===== src/rtl/hazard_ctrl.sv =====
// ---------------------------------------------------------------------------
// hazard_ctrl
//   Pipeline control partner of the decode/execute register in the 5-stage
//   RV32I core. Resolves data hazards (forwarding and load-use stalls),
//   control hazards (taken branch flushes) and structural hazards from a
//   multi-cycle multiply/divide unit. It also keeps a watchdog on that unit
//   and a saturating count of fetch-stall cycles.
//
// Parameters
//   MAX_BUSY  maximum BUSY cycles before the watchdog aborts the op (>= 2)
//   CNT_W     width of the stall-cycle performance counter
//
// Ports
//   clk, rst_n              core clock, asynchronous active-low reset
//   rs1D, rs2D              decode-stage source registers
//   rs1E, rs2E, rdE         execute-stage source/destination registers
//   rdM, rdW                memory / writeback destination registers
//   RegWriteM, RegWriteW    memory / writeback write enables
//   ResultSrcE0             execute instruction is a load
//   PCSrcE                  taken branch/jump resolved in execute
//   MulDivStartE            execute instruction is a multi-cycle op
//   MulDivDoneE             multi-cycle unit result valid
//   StallF, StallD          hold PC and fetch/decode register
//   StallE                  hold execute-stage operands
//   FlushD                  clear fetch/decode register
//   FlushE                  clear decode/execute register
//   FlushM                  bubble into execute/memory register
//   ForwardAE, ForwardBE    00 register file, 01 W result, 10 M result
//   MulDivBusy              multi-cycle FSM is in BUSY
//   Timeout                 sticky watchdog flag
//   StallCount              saturating count of cycles with StallF=1
// ---------------------------------------------------------------------------
module hazard_ctrl #(
    parameter int MAX_BUSY = 64,
    parameter int CNT_W    = 32
) (
    input  logic             clk,
    input  logic             rst_n,
    input  logic [4:0]       rs1D,
    input  logic [4:0]       rs2D,
    input  logic [4:0]       rs1E,
    input  logic [4:0]       rs2E,
    input  logic [4:0]       rdE,
    input  logic [4:0]       rdM,
    input  logic [4:0]       rdW,
    input  logic             RegWriteM,
    input  logic             RegWriteW,
    input  logic             ResultSrcE0,
    input  logic             PCSrcE,
    input  logic             MulDivStartE,
    input  logic             MulDivDoneE,
    output logic             StallF,
    output logic             StallD,
    output logic             StallE,
    output logic             FlushD,
    output logic             FlushE,
    output logic             FlushM,
    output logic [1:0]       ForwardAE,
    output logic [1:0]       ForwardBE,
    output logic             MulDivBusy,
    output logic             Timeout,
    output logic [CNT_W-1:0] StallCount
);

    // Busy counter must be able to hold MAX_BUSY itself.
    localparam int BW = $clog2(MAX_BUSY + 1);
    localparam logic [BW-1:0] MAX_CNT = BW'(MAX_BUSY);

    typedef enum logic {
        IDLE = 1'b0,
        BUSY = 1'b1
    } state_t;

    state_t           state_q, state_d;
    logic [BW-1:0]    busy_cnt_q, busy_cnt_d;
    logic             timeout_q, timeout_d;
    logic [CNT_W-1:0] stall_cnt_q, stall_cnt_d;

    logic lw_stall;
    logic start;
    logic watchdog;

    // Forwarding select for one execute source register; M is the younger
    // producer so it takes priority over W. x0 is never forwarded.
    function automatic logic [1:0] fwd_sel(
        input logic [4:0] rs,
        input logic       wr_m,
        input logic [4:0] rd_m,
        input logic       wr_w,
        input logic [4:0] rd_w
    );
        if (wr_m && (rd_m != 5'd0) && (rd_m == rs))
            return 2'b10;
        else if (wr_w && (rd_w != 5'd0) && (rd_w == rs))
            return 2'b01;
        else
            return 2'b00;
    endfunction

    assign ForwardAE = fwd_sel(rs1E, RegWriteM, rdM, RegWriteW, rdW);
    assign ForwardBE = fwd_sel(rs2E, RegWriteM, rdM, RegWriteW, rdW);

    // Load in execute whose destination is read by the decode instruction.
    assign lw_stall = ResultSrcE0 && (rdE != 5'd0) &&
                      ((rdE == rs1D) || (rdE == rs2D));

    // A taken branch squashes the multi-cycle op, so it never starts.
    assign start    = (state_q == IDLE) && MulDivStartE && !PCSrcE;
    // Done on the last allowed cycle still wins over the abort.
    assign watchdog = (state_q == BUSY) && !MulDivDoneE && (busy_cnt_q == MAX_CNT);

    always_comb begin
        StallF     = 1'b0;
        StallD     = 1'b0;
        StallE     = 1'b0;
        FlushD     = 1'b0;
        FlushE     = 1'b0;
        FlushM     = 1'b0;
        state_d    = state_q;
        busy_cnt_d = busy_cnt_q;
        timeout_d  = timeout_q;

        case (state_q)
            IDLE: begin
                if (start) begin
                    // Freeze the front end and hold the op in execute while
                    // the unit runs; bubbles go into memory instead.
                    StallF     = 1'b1;
                    StallD     = 1'b1;
                    StallE     = 1'b1;
                    FlushM     = 1'b1;
                    busy_cnt_d = BW'(1);
                    state_d    = BUSY;
                end else begin
                    // Branch flush overrides the load-use stall: the
                    // stalled instruction is on the wrong path anyway.
                    StallF = lw_stall && !PCSrcE;
                    StallD = lw_stall && !PCSrcE;
                    FlushD = PCSrcE;
                    FlushE = PCSrcE || lw_stall;
                end
            end
            BUSY: begin
                // PCSrcE is ignored here: the execute slot holds the
                // multi-cycle op, not a branch.
                if (MulDivDoneE) begin
                    state_d    = IDLE;
                    busy_cnt_d = '0;
                end else begin
                    StallF = 1'b1;
                    StallD = 1'b1;
                    StallE = 1'b1;
                    FlushM = 1'b1;
                    if (watchdog) begin
                        timeout_d  = 1'b1;
                        state_d    = IDLE;
                        busy_cnt_d = '0;
                    end else begin
                        busy_cnt_d = busy_cnt_q + 1'b1;
                    end
                end
            end
            default: begin
                state_d    = IDLE;
                busy_cnt_d = '0;
            end
        endcase
    end

    // Saturating performance counter of front-end stall cycles.
    always_comb begin
        stall_cnt_d = stall_cnt_q;
        if (StallF && (stall_cnt_q != {CNT_W{1'b1}}))
            stall_cnt_d = stall_cnt_q + 1'b1;
    end

    always_ff @(posedge clk or negedge rst_n) begin
        if (!rst_n) begin
            state_q     <= IDLE;
            busy_cnt_q  <= '0;
            timeout_q   <= 1'b0;
            stall_cnt_q <= '0;
        end else begin
            state_q     <= state_d;
            busy_cnt_q  <= busy_cnt_d;
            timeout_q   <= timeout_d;
            stall_cnt_q <= stall_cnt_d;
        end
    end

    assign MulDivBusy = (state_q == BUSY);
    assign Timeout    = timeout_q;
    assign StallCount = stall_cnt_q;

endmodule

===== config.mk =====
export PLATFORM = sky130hd
export DESIGN_NAME = hazard_ctrl
export DESIGN_NICKNAME = d
export VERILOG_FILES = /design/src/rtl/hazard_ctrl.sv
export SDC_FILE = /design/constraint.sdc
export NUM_CORES = 1
export LEC_CHECK = 0
export CAP_MARGIN = 25
export CORE_MARGIN = 1.5
export CORE_UTILIZATION = 46
export CTS_CLUSTER_SIZE = 12
export DETAILED_ROUTE_END_ITERATION = 16
export GPL_TIMING_DRIVEN = 1
export PLACE_DENSITY = 0.9
export SETUP_SLACK_MARGIN = 0.4
export SLEW_MARGIN = 30
export SYNTH_ARGS = -nofsm -noshare
export SYNTH_HDL_FRONTEND = slang
export SYNTH_SLANG_ARGS = --single-unit

===== constraint.sdc =====
create_clock -name clk -period 2.7 [get_ports clk]
set_input_delay 0.54 -clock clk [delete_from_list [all_inputs] [get_ports clk]]
set_output_delay 0.54 -clock clk [all_outputs]
set_load 0.02 [all_outputs]

==> results_dict.tcl <==
set metrics [dict create \
    floorplan.initialDensity_pct 48.76 \
    path_class "in2out" \
    relSlewSlack_pct 65.94 \
    n_antenna_cell 0 \
    fin_nets 427 \
    cp.required_ps 2160 \
    wl_met1_um 3012 \
    wire_per_inst_um 16.31 \
    fin_skew_ps 9.409 \
    endpoint_kind "output pin" \
    synthToLayoutAreaGrowth_pct 52.87 \
    static-leakage-power_nw 1.763 \
    critPathArrivalTime_ps 1860 \
    p_per_area_nw_per_um2 507.5 \
    nFillCells 348 \
    clock_latency_ps 300 \
    first_global_vias 2543 \
    synth_warnings 0 \
    grt.total_usage_pct 24.82 \
    htreeDepth 2 \
    max_cap_violations 0 \
    routed.top_layer "met4" \
    wl_um 7358 \
    multi_input_area_um2 1637 \
    grt_max_degree 42 \
    hold_class "in2async" \
    critPathCapture "ForwardBE[0]" \
    clkTransAtPathRegs_ps 70 \
    ant_nets 0 \
    period_needed_ps 2397 \
    port_buffers 86 \
    crit_top_cell "buf_6" \
    hpwl_um 5128 \
    clock_sinks 41 \
    die_x_um 77.51 \
    io_pins 87 \
    synth_edf_count 0 \
    yosysSeqAreaShare_pct 40.18 \
    worstSetupStartpointType "primary input" \
    die_y_um 77.51 \
    slowest_stage "or4_4" \
    status "finished, final reports clean" \
    synth_cells 267 \
    drt_pre_antenna_iters 4 \
    cts_root_buf "clkbuf_8" \
    synth.avg_cell_area_um2 9.564 \
    finalInstanceArea_um2 3904 \
    post-route-period-util_pct 88.77 \
    viasPerCell 5.601 \
    wl_met3_um 313 \
    hold_viol 0 \
    rows 26 \
    antenna_found_initial 0 \
    rr_endpoint "StallCount[31]" \
    r2r_slack_ps 610 \
    routabilityCongestion 0.8697 \
    timing.fmax_ghz 0.4172 \
    p_total_mw 1.981 \
    rsz0062_at_grt "true" \
    postCtsHoldBufs 0 \
    setup_viol 0 \
    cts_tree "yes" \
    dieArea_um2 6008 \
    drc 0 \
    drv_slew 0 \
    core_um2 5238 \
    synth_seq_cells 41 \
    max_stage_delay_ps 520 \
    crit_chain "buf_6 -> buf_6 -> xor2_1 -> or4_4 -> nor4_4 -> buf_4" \
    cts.path.max_buffers 2 \
    crit_fanout 2 \
    startpoint "rdW[1]" \
    rr_startpoint "StallCount[3]" \
    yosysUniqueCellTypes 39 \
    synth_area_um2 2554 \
    drt-initial-drc-count 131 \
    peakVddDrop_v 0.0003415 \
    drive_gt1_share_pct 26.77 \
    synth_nets 313 \
    placed_cell_area_um2 3625 \
    grt_pass1_wl_um 11950 \
    wl_met2_um 3844 \
    area.sequential_um2 1026 \
    yosys_most_used_dff "dfrtp_1" \
    vias 2526 \
    worstMarginPinSlew_ps 511.0 \
    grt_overflow_total 0 \
    synthArstFlopShare_pct 100.0 \
    numCtsBuffers 5 \
    most-common-layout-cells "41 x dfrtp_1, 41 x xor2_1, 38 x clkdlybuf4s50_1" \
    ff2ff_path_depth 6 \
]
final cells by class:
type,instances,share of cell area (%)
multi-input combinational,211,41.92
tap,70,2.244
timing repair buffer,118,26.51
sequential,41,26.28
clock inverter,2,0.8974
inverter,4,0.3846
clock buffer,5,1.763
power by group:
part | switching [mW] | internal [mW] | total (mW)
Clock | 0.209 | 0.269 | 0.478
Combinational | 0.357 | 0.329 | 0.686
Sequential | 0.122 | 0.696 | 0.817
state kept, by name (all words and copies together), names as in the netlist:
name / cells
MulDivBusy: 1
busy_cnt_q: 7
Timeout: 1
StallCount: 32
cells in the mapped netlist (4+ instances only):
library cell   n  area [um2]
nor2b_1        4       25.02
buf_4          6       45.04
or4_1          6       45.04
nor3_1        22       110.1
nand3_1       18       90.09
dfrtp_1       41        1026
and3_1         4       25.02
nand2b_1       4       25.02
xnor2_1       18       157.7
nand4_1        9       56.30
nand2_1       18       67.56
o21ai_0       10       50.05
nor4_1         9       56.30
nor2_1        11       41.29
inv_1          4       15.01
and4_1         4       35.03
xor2_1        43       376.6
repair_timing:
action	in CTS	in global routing
buffers inserted	2	6
setup endpoints to repair	42	32
resized for setup	125	48
pin swaps	31	14
cells by family after synthesis:
kind of cell / share of synthesized area (%)
flops: 40.18
simple gates: 28.12
fa+ha+maj: 1.470
compound gates: 5.732
mux: 0.4409
buf+inv: 3.135
xor+xnor: 20.92
worst max-delay path, delay by kind of cell:
family	cells	cell delay, ps
xor gates and xnor gates	1	130
and+or+nand+nor	2	810
buffers and inverters	3	380
per-stage QoR:
step           utilization [%]  hold WS (ps)  cells  setup slack, ps  setup TNS (ps)
2_1_floorplan                -         244.4    267            290.1               0
4_1_cts                  72.10         392.7    445            239.3               0
5_1_grt                  74.53         243.1    451            280.1               0
3_3_place_gp             69.21         461.7    436           -526.5           -3036
6_report                 74.53         201.9    451            303.2               0
3_5_place_dp             69.21         472.8    436           -591.5           -3358
worst min-delay path by stage:
stage	startpoint	endpoint	slack, ps
6_report	rst_n	StallCount[6]	200
4_1_cts	rst_n	StallCount[27]	390
2_1_floorplan	rst_n	MulDivBusy	240
3_5_place_dp	Timeout	Timeout	470
5_1_grt	rst_n	StallCount[27]	240
3_3_place_gp	Timeout	Timeout	460
routing by layer:
metal | track usage (%) | vias up
met5 | 0 | -
met4 | 9.273 | 0
met3 | 4.588 | 17
met2 | 43.42 | 78
met1 | 30.27 | 1251
li1 | - | 1180
No activity file was read; power rests on OpenSTA's default activity.
